`config.mk`:
```
export PLATFORM = sky130hd
export DESIGN_NAME = div_sequencer
export DESIGN_NICKNAME = d
export VERILOG_FILES = /design/src/rtl/div_seq_pkg.sv /design/src/rtl/div_iter_cnt.sv /design/src/rtl/div_sequencer.sv
export SDC_FILE = /design/constraint.sdc
export NUM_CORES = 1
export LEC_CHECK = 0
export BUFFER_PORTS_ARGS = -buffer_cell sky130_fd_sc_hd__buf_2
export CAP_MARGIN = 20
export CORE_AREA = 2 2 39 41
export CTS_BUF_LIST = sky130_fd_sc_hd__clkbuf_8
export DETAILED_ROUTE_END_ITERATION = 10
export DIE_AREA = 0 0 41 43
export PLACE_DENSITY = 0.59
export REMOVE_ABC_BUFFERS = 1
export SYNTH_ARGS = -nofsm -noshare
export SYNTH_HDL_FRONTEND = slang
export SYNTH_SLANG_ARGS = --single-unit
```
`constraint.sdc`:
```
create_clock -name clk -period 2 [get_ports clk]
set_clock_uncertainty 0.2 [all_clocks]
set_input_delay 0.1 -clock clk [delete_from_list [all_inputs] [get_ports clk]]
set_output_delay 0.1 -clock clk [all_outputs]
set_load 0.05 [all_outputs]
```
`src/rtl/div_seq_pkg.sv`:
```
// ============================================================================
// Module      : div_seq_pkg
// Description : Shared types and constants for the divide sequencer.
// Revision    : 1.0 - initial release
// ============================================================================
`default_nettype none

package div_seq_pkg;

    typedef enum logic [2:0] {
        S_IDLE   = 3'd0,
        S_LOOKUP = 3'd1,
        S_ITER_A = 3'd2,
        S_ITER_B = 3'd3,
        S_QUOT   = 3'd4,
        S_REM    = 3'd5,
        S_SELECT = 3'd6,
        S_DONE   = 3'd7
    } state_t;

    typedef enum logic [1:0] {
        OP_BX = 2'd0,
        OP_XT = 2'd1,
        OP_AX = 2'd2,
        OP_EB = 2'd3
    } mul_op_t;

    // Newton iteration counts for double and single precision
    localparam logic [1:0] ITER_DBL = 2'd3;
    localparam logic [1:0] ITER_SGL = 2'd2;

endpackage

`default_nettype wire

```
`src/rtl/div_iter_cnt.sv`:
```
// ============================================================================
// Module      : div_iter_cnt
// Description : Newton iteration counter with precision-dependent terminal count.
// Revision    : 1.0 - initial release
// ============================================================================
`default_nettype none

module div_iter_cnt
    import div_seq_pkg::*;
(
    input  logic       clk,
    input  logic       rst,
    input  logic       clr,
    input  logic       inc,
    input  logic       dbl,
    output logic [1:0] iter,
    output logic       last
);

    logic [1:0] r_iter;
    logic [1:0] w_term;

    always_ff @(posedge clk or posedge rst) begin
        if (rst) begin
            r_iter <= 2'd0;
        end else if (clr) begin
            r_iter <= 2'd0;
        end else if (inc) begin
            r_iter <= r_iter + 2'd1;
        end
    end

    // last compares the pre-increment value, so the final pass is iteration N-1
    assign w_term = dbl ? (ITER_DBL - 2'd1) : (ITER_SGL - 2'd1);
    assign last   = (r_iter == w_term);
    assign iter   = r_iter;

endmodule

`default_nettype wire

```
`src/rtl/div_sequencer.sv`:
```
// ============================================================================
// Module      : div_sequencer
// Description : Control sequencer for a Newton-Raphson divider sharing one multiplier.
// Revision    : 1.0 - initial release
// ============================================================================
`default_nettype none

module div_sequencer
    import div_seq_pkg::*;
(
    input  logic       clk,
    input  logic       rst,
    input  logic       start,
    input  logic       db,
    output logic       busy,
    output logic       done,
    output logic       mul_req,
    input  logic       mul_ack,
    output logic [1:0] mul_op,
    output logic       ld_x,
    output logic       ld_t,
    output logic       ld_e,
    output logic       ld_eb,
    output logic       sel_en,
    output logic       db_q,
    output logic [1:0] iter
);

    state_t  r_state;
    state_t  w_next_state;
    mul_op_t w_op;
    logic    r_db_q;
    logic    w_cnt_clr;
    logic    w_cnt_inc;
    logic    w_last;

    always_ff @(posedge clk or posedge rst) begin
        if (rst) begin
            r_state <= S_IDLE;
        end else begin
            r_state <= w_next_state;
        end
    end

    always_ff @(posedge clk or posedge rst) begin
        if (rst) begin
            r_db_q <= 1'b0;
        end else if ((r_state == S_IDLE) && start) begin
            r_db_q <= db;
        end
    end

    div_iter_cnt u_iter_cnt (
        .clk  (clk),
        .rst  (rst),
        .clr  (w_cnt_clr),
        .inc  (w_cnt_inc),
        .dbl  (r_db_q),
        .iter (iter),
        .last (w_last)
    );

    // Load strobes are gated by state, so an ack seen outside a multiply state is inert
    always_comb begin
        w_next_state = r_state;
        busy         = (r_state != S_IDLE);
        done         = 1'b0;
        mul_req      = 1'b0;
        w_op         = OP_BX;
        ld_x         = 1'b0;
        ld_t         = 1'b0;
        ld_e         = 1'b0;
        ld_eb        = 1'b0;
        sel_en       = 1'b0;
        w_cnt_clr    = 1'b0;
        w_cnt_inc    = 1'b0;
        case (r_state)
            S_IDLE: begin
                if (start) begin
                    w_cnt_clr    = 1'b1;
                    w_next_state = S_LOOKUP;
                end
            end
            S_LOOKUP: begin
                ld_x         = 1'b1;
                w_next_state = S_ITER_A;
            end
            S_ITER_A: begin
                mul_req = 1'b1;
                w_op    = OP_BX;
                if (mul_ack) begin
                    ld_t         = 1'b1;
                    w_next_state = S_ITER_B;
                end
            end
            S_ITER_B: begin
                mul_req = 1'b1;
                w_op    = OP_XT;
                if (mul_ack) begin
                    ld_x         = 1'b1;
                    w_cnt_inc    = 1'b1;
                    w_next_state = w_last ? S_QUOT : S_ITER_A;
                end
            end
            S_QUOT: begin
                mul_req = 1'b1;
                w_op    = OP_AX;
                if (mul_ack) begin
                    ld_e         = 1'b1;
                    w_next_state = S_REM;
                end
            end
            S_REM: begin
                mul_req = 1'b1;
                w_op    = OP_EB;
                if (mul_ack) begin
                    ld_eb        = 1'b1;
                    w_next_state = S_SELECT;
                end
            end
            S_SELECT: begin
                sel_en       = 1'b1;
                w_next_state = S_DONE;
            end
            S_DONE: begin
                done         = 1'b1;
                w_next_state = S_IDLE;
            end
            default: begin
                w_next_state = S_IDLE;
            end
        endcase
    end

    assign mul_op = w_op;
    assign db_q   = r_db_q;

endmodule

`default_nettype wire

```
==> results.sh <==
export IMPL_async_flop_share=1.00
export IMPL_avgRoutedWirePerCell_um=11.1
export IMPL_hpwl_um=692
export IMPL_hold_class="input pin to register"
export IMPL_grt_pass1_vias=361
export IMPL_min_period_over_period=0.896
export IMPL_row_count=14
export IMPL_io_buffers=17
export IMPL_synth_warnings=0
export IMPL_critPathCaptureType="output port"
export IMPL_die_w_um=41
export IMPL_cts_buffer_depth=2
export IMPL_drv_slew=0
export IMPL_required_ns=1.70
export IMPL_finalHoldViolations=0
export IMPL_root_buffer="clkbuf_8"
export IMPL_drc=0
export IMPL_critical_path_startpoint_type="register"
export IMPL_h_tree_depth=1
export IMPL_fp_dieH_um=43
export IMPL_wl_met1_um=451
export IMPL_grt_pass1_wl_um=1510
export IMPL_path_cells="and2b_2 > and3_2 > buf_2"
export IMPL_antenna_found_initial=0
export IMPL_dr_max_layer_used="met4"
export IMPL_vias=440
export IMPL_worstMarginPinSlew_ns=0.496
export IMPL_diodes=0
export IMPL_syn_avg_cell_area_sq_um=8.64
export IMPL_path_buf_inv=1
export IMPL_cp_slowest_cell="dfrtp_1"
export IMPL_final_cell_area_sq_um=589
export IMPL_overflow=0
export IMPL_slew_headroom=0.670
export IMPL_arrival_ns=1.49
export IMPL_cts_buffers_inserted=3
export IMPL_cts_resized=0
export IMPL_track_usage=0.127
export IMPL_avgViaCountPerCell=5.12
export IMPL_max_stage_delay_ns=0.56
export IMPL_place_congestion=0.715
export IMPL_ys_types=31
export IMPL_synthFlopType="dfrtp_1"
export IMPL_r2r_setup_slack_ns=0.39
export IMPL_dpl_cell_area_sq_um=528
export IMPL_pin_count=18
export IMPL_place_inst=81
export IMPL_drive_gt1_frac=0.343
export IMPL_status="finished clean"
export IMPL_critPathTopFamily="flip-flops"
export IMPL_rsz0062_at_grt="no"
export IMPL_synth_edf_count=0
export IMPL_insertion_delay_ns=0.22
export IMPL_final_cell_mix="17 x buf_2, 6 x o21ai_0, 6 x dfrtp_1, 4 x inv_1, 4 x nor3_1"
export IMPL_netlist_instances=52
export IMPL_drt_first_pass_iters=4
export IMPL_setup_viol=0
export IMPL_drt_total_wl_um=955
export IMPL_cts_setup_buffers=0
export IMPL_dieArea_sq_mm=0.00176
export IMPL_final_common_cell="buf_2"
export IMPL_critPathMaxFanout=15
export IMPL_area_growth_pct=31.2
export IMPL_max_cap_viol_count=0
export IMPL_syn_area_sq_um=449
export IMPL_fin_nets=77
export IMPL_synth_seq_area_share=0.334
export IMPL_cts_sinks=6
export IMPL_min_period_ns=1.79
export IMPL_met3_length_um=34
export IMPL_fin_cells=86
export IMPL_cts_tree="built"
export IMPL_path_class="register to output port"
export IMPL_drt_iter0_markers=9
export IMPL_hold_slack_ns=0.106
export IMPL_max_freq_mhz=558
export IMPL_initial_core_util=0.325
export IMPL_synth_seq_cells=6
export IMPL_ant_nets=0
export IMPL_route_met2_wl_um=462
export IMPL_grt_max_degree=20
export IMPL_core_sq_mm=0.00138
export IMPL_clk_pin_slew_ns=0.04
through the flow:
stage          worst slack [ns]  TNS, ns  utilization
2_1_floorplan            -0.228   -0.363            -
3_3_place_gp              0.442        0        0.382
3_5_place_dp              0.442        0        0.382
4_1_cts                   0.207        0        0.426
5_1_grt                   0.101        0        0.426
6_report                  0.208        0        0.426
kinds of logic (layout without fill, tap and decap cells):
kind of cell | after synthesis | after routing | synth area share
and+or+nand+nor | 20 | 20 | 0.284
AOI/OAI and AO/OA | 15 | 15 | 0.223
buffers and inverters | 8 | 26 | 0.0919
DFF | 6 | 6 | 0.334
muxes | 2 | 2 | 0.0474
xor gates and xnor gates | 1 | 1 | 0.0195
cell usage after synthesis (2+ instances only):
| master | instances | area (sq um) |
|---|---|---|
| a32o_1 | 2 | 20.0 |
| and3_1 | 3 | 18.8 |
| buf_2 | 2 | 10.0 |
| dfrtp_1 | 6 | 150 |
| inv_1 | 4 | 15.0 |
| nand2_1 | 2 | 7.51 |
| nor3_1 | 4 | 20.0 |
| o21ai_0 | 6 | 30.0 |
path summary, 6_finish.rpt:
path / from / to / depth (start not counted)
worst max-delay path: r_state[2] / ld_t / 3
worst max register to register: r_state[1] / r_state[1] / 3
worst min register to register: u_iter_cnt.iter[1] / u_iter_cnt.iter[1] / 1
max in group asynchronous: rst / r_state[0] / 3
min in group asynchronous: rst / u_iter_cnt.iter[1] / 3
worst min-delay path: start / u_iter_cnt.iter[1] / 4
routing by layer:
metal | vias up | global-route usage
met5 | - | 0
met4 | 0 | 0.0400
met3 | 2 | 0.0628
met2 | 7 | 0.163
met1 | 201 | 0.181
li1 | 230 | -
worst reg2reg max path, cell delays in order, from the launching register on:
cell	delay (ns)
dfrtp_1	0.64
nor4bb_1	0.30
a31oi_1	0.08
a32o_1	0.28
final cells by class:
| class | count | area, sq um |
|---|---|---|
| timing repair buffer | 19 | 105 |
| tap | 16 | 20.0 |
| fill | 144 | 795 |
| clock buffer | 3 | 41.3 |
| inverter | 4 | 15.0 |
| multi-input combinational | 38 | 258 |
| sequential | 6 | 150 |
timing repair:
item | CTS | global route
setup endpoints to repair | 0 | 0
hold buffers | 2 | 0
hold endpoints to repair | 7 | 0
registers in the layout, indices dropped and copies added (netlist names):
name,flops
db_q,1
u_iter_cnt.iter,2
r_state,3
Power is not shown: default switching activity piles up to over one toggle a cycle in this logic, so the estimate is an artifact.
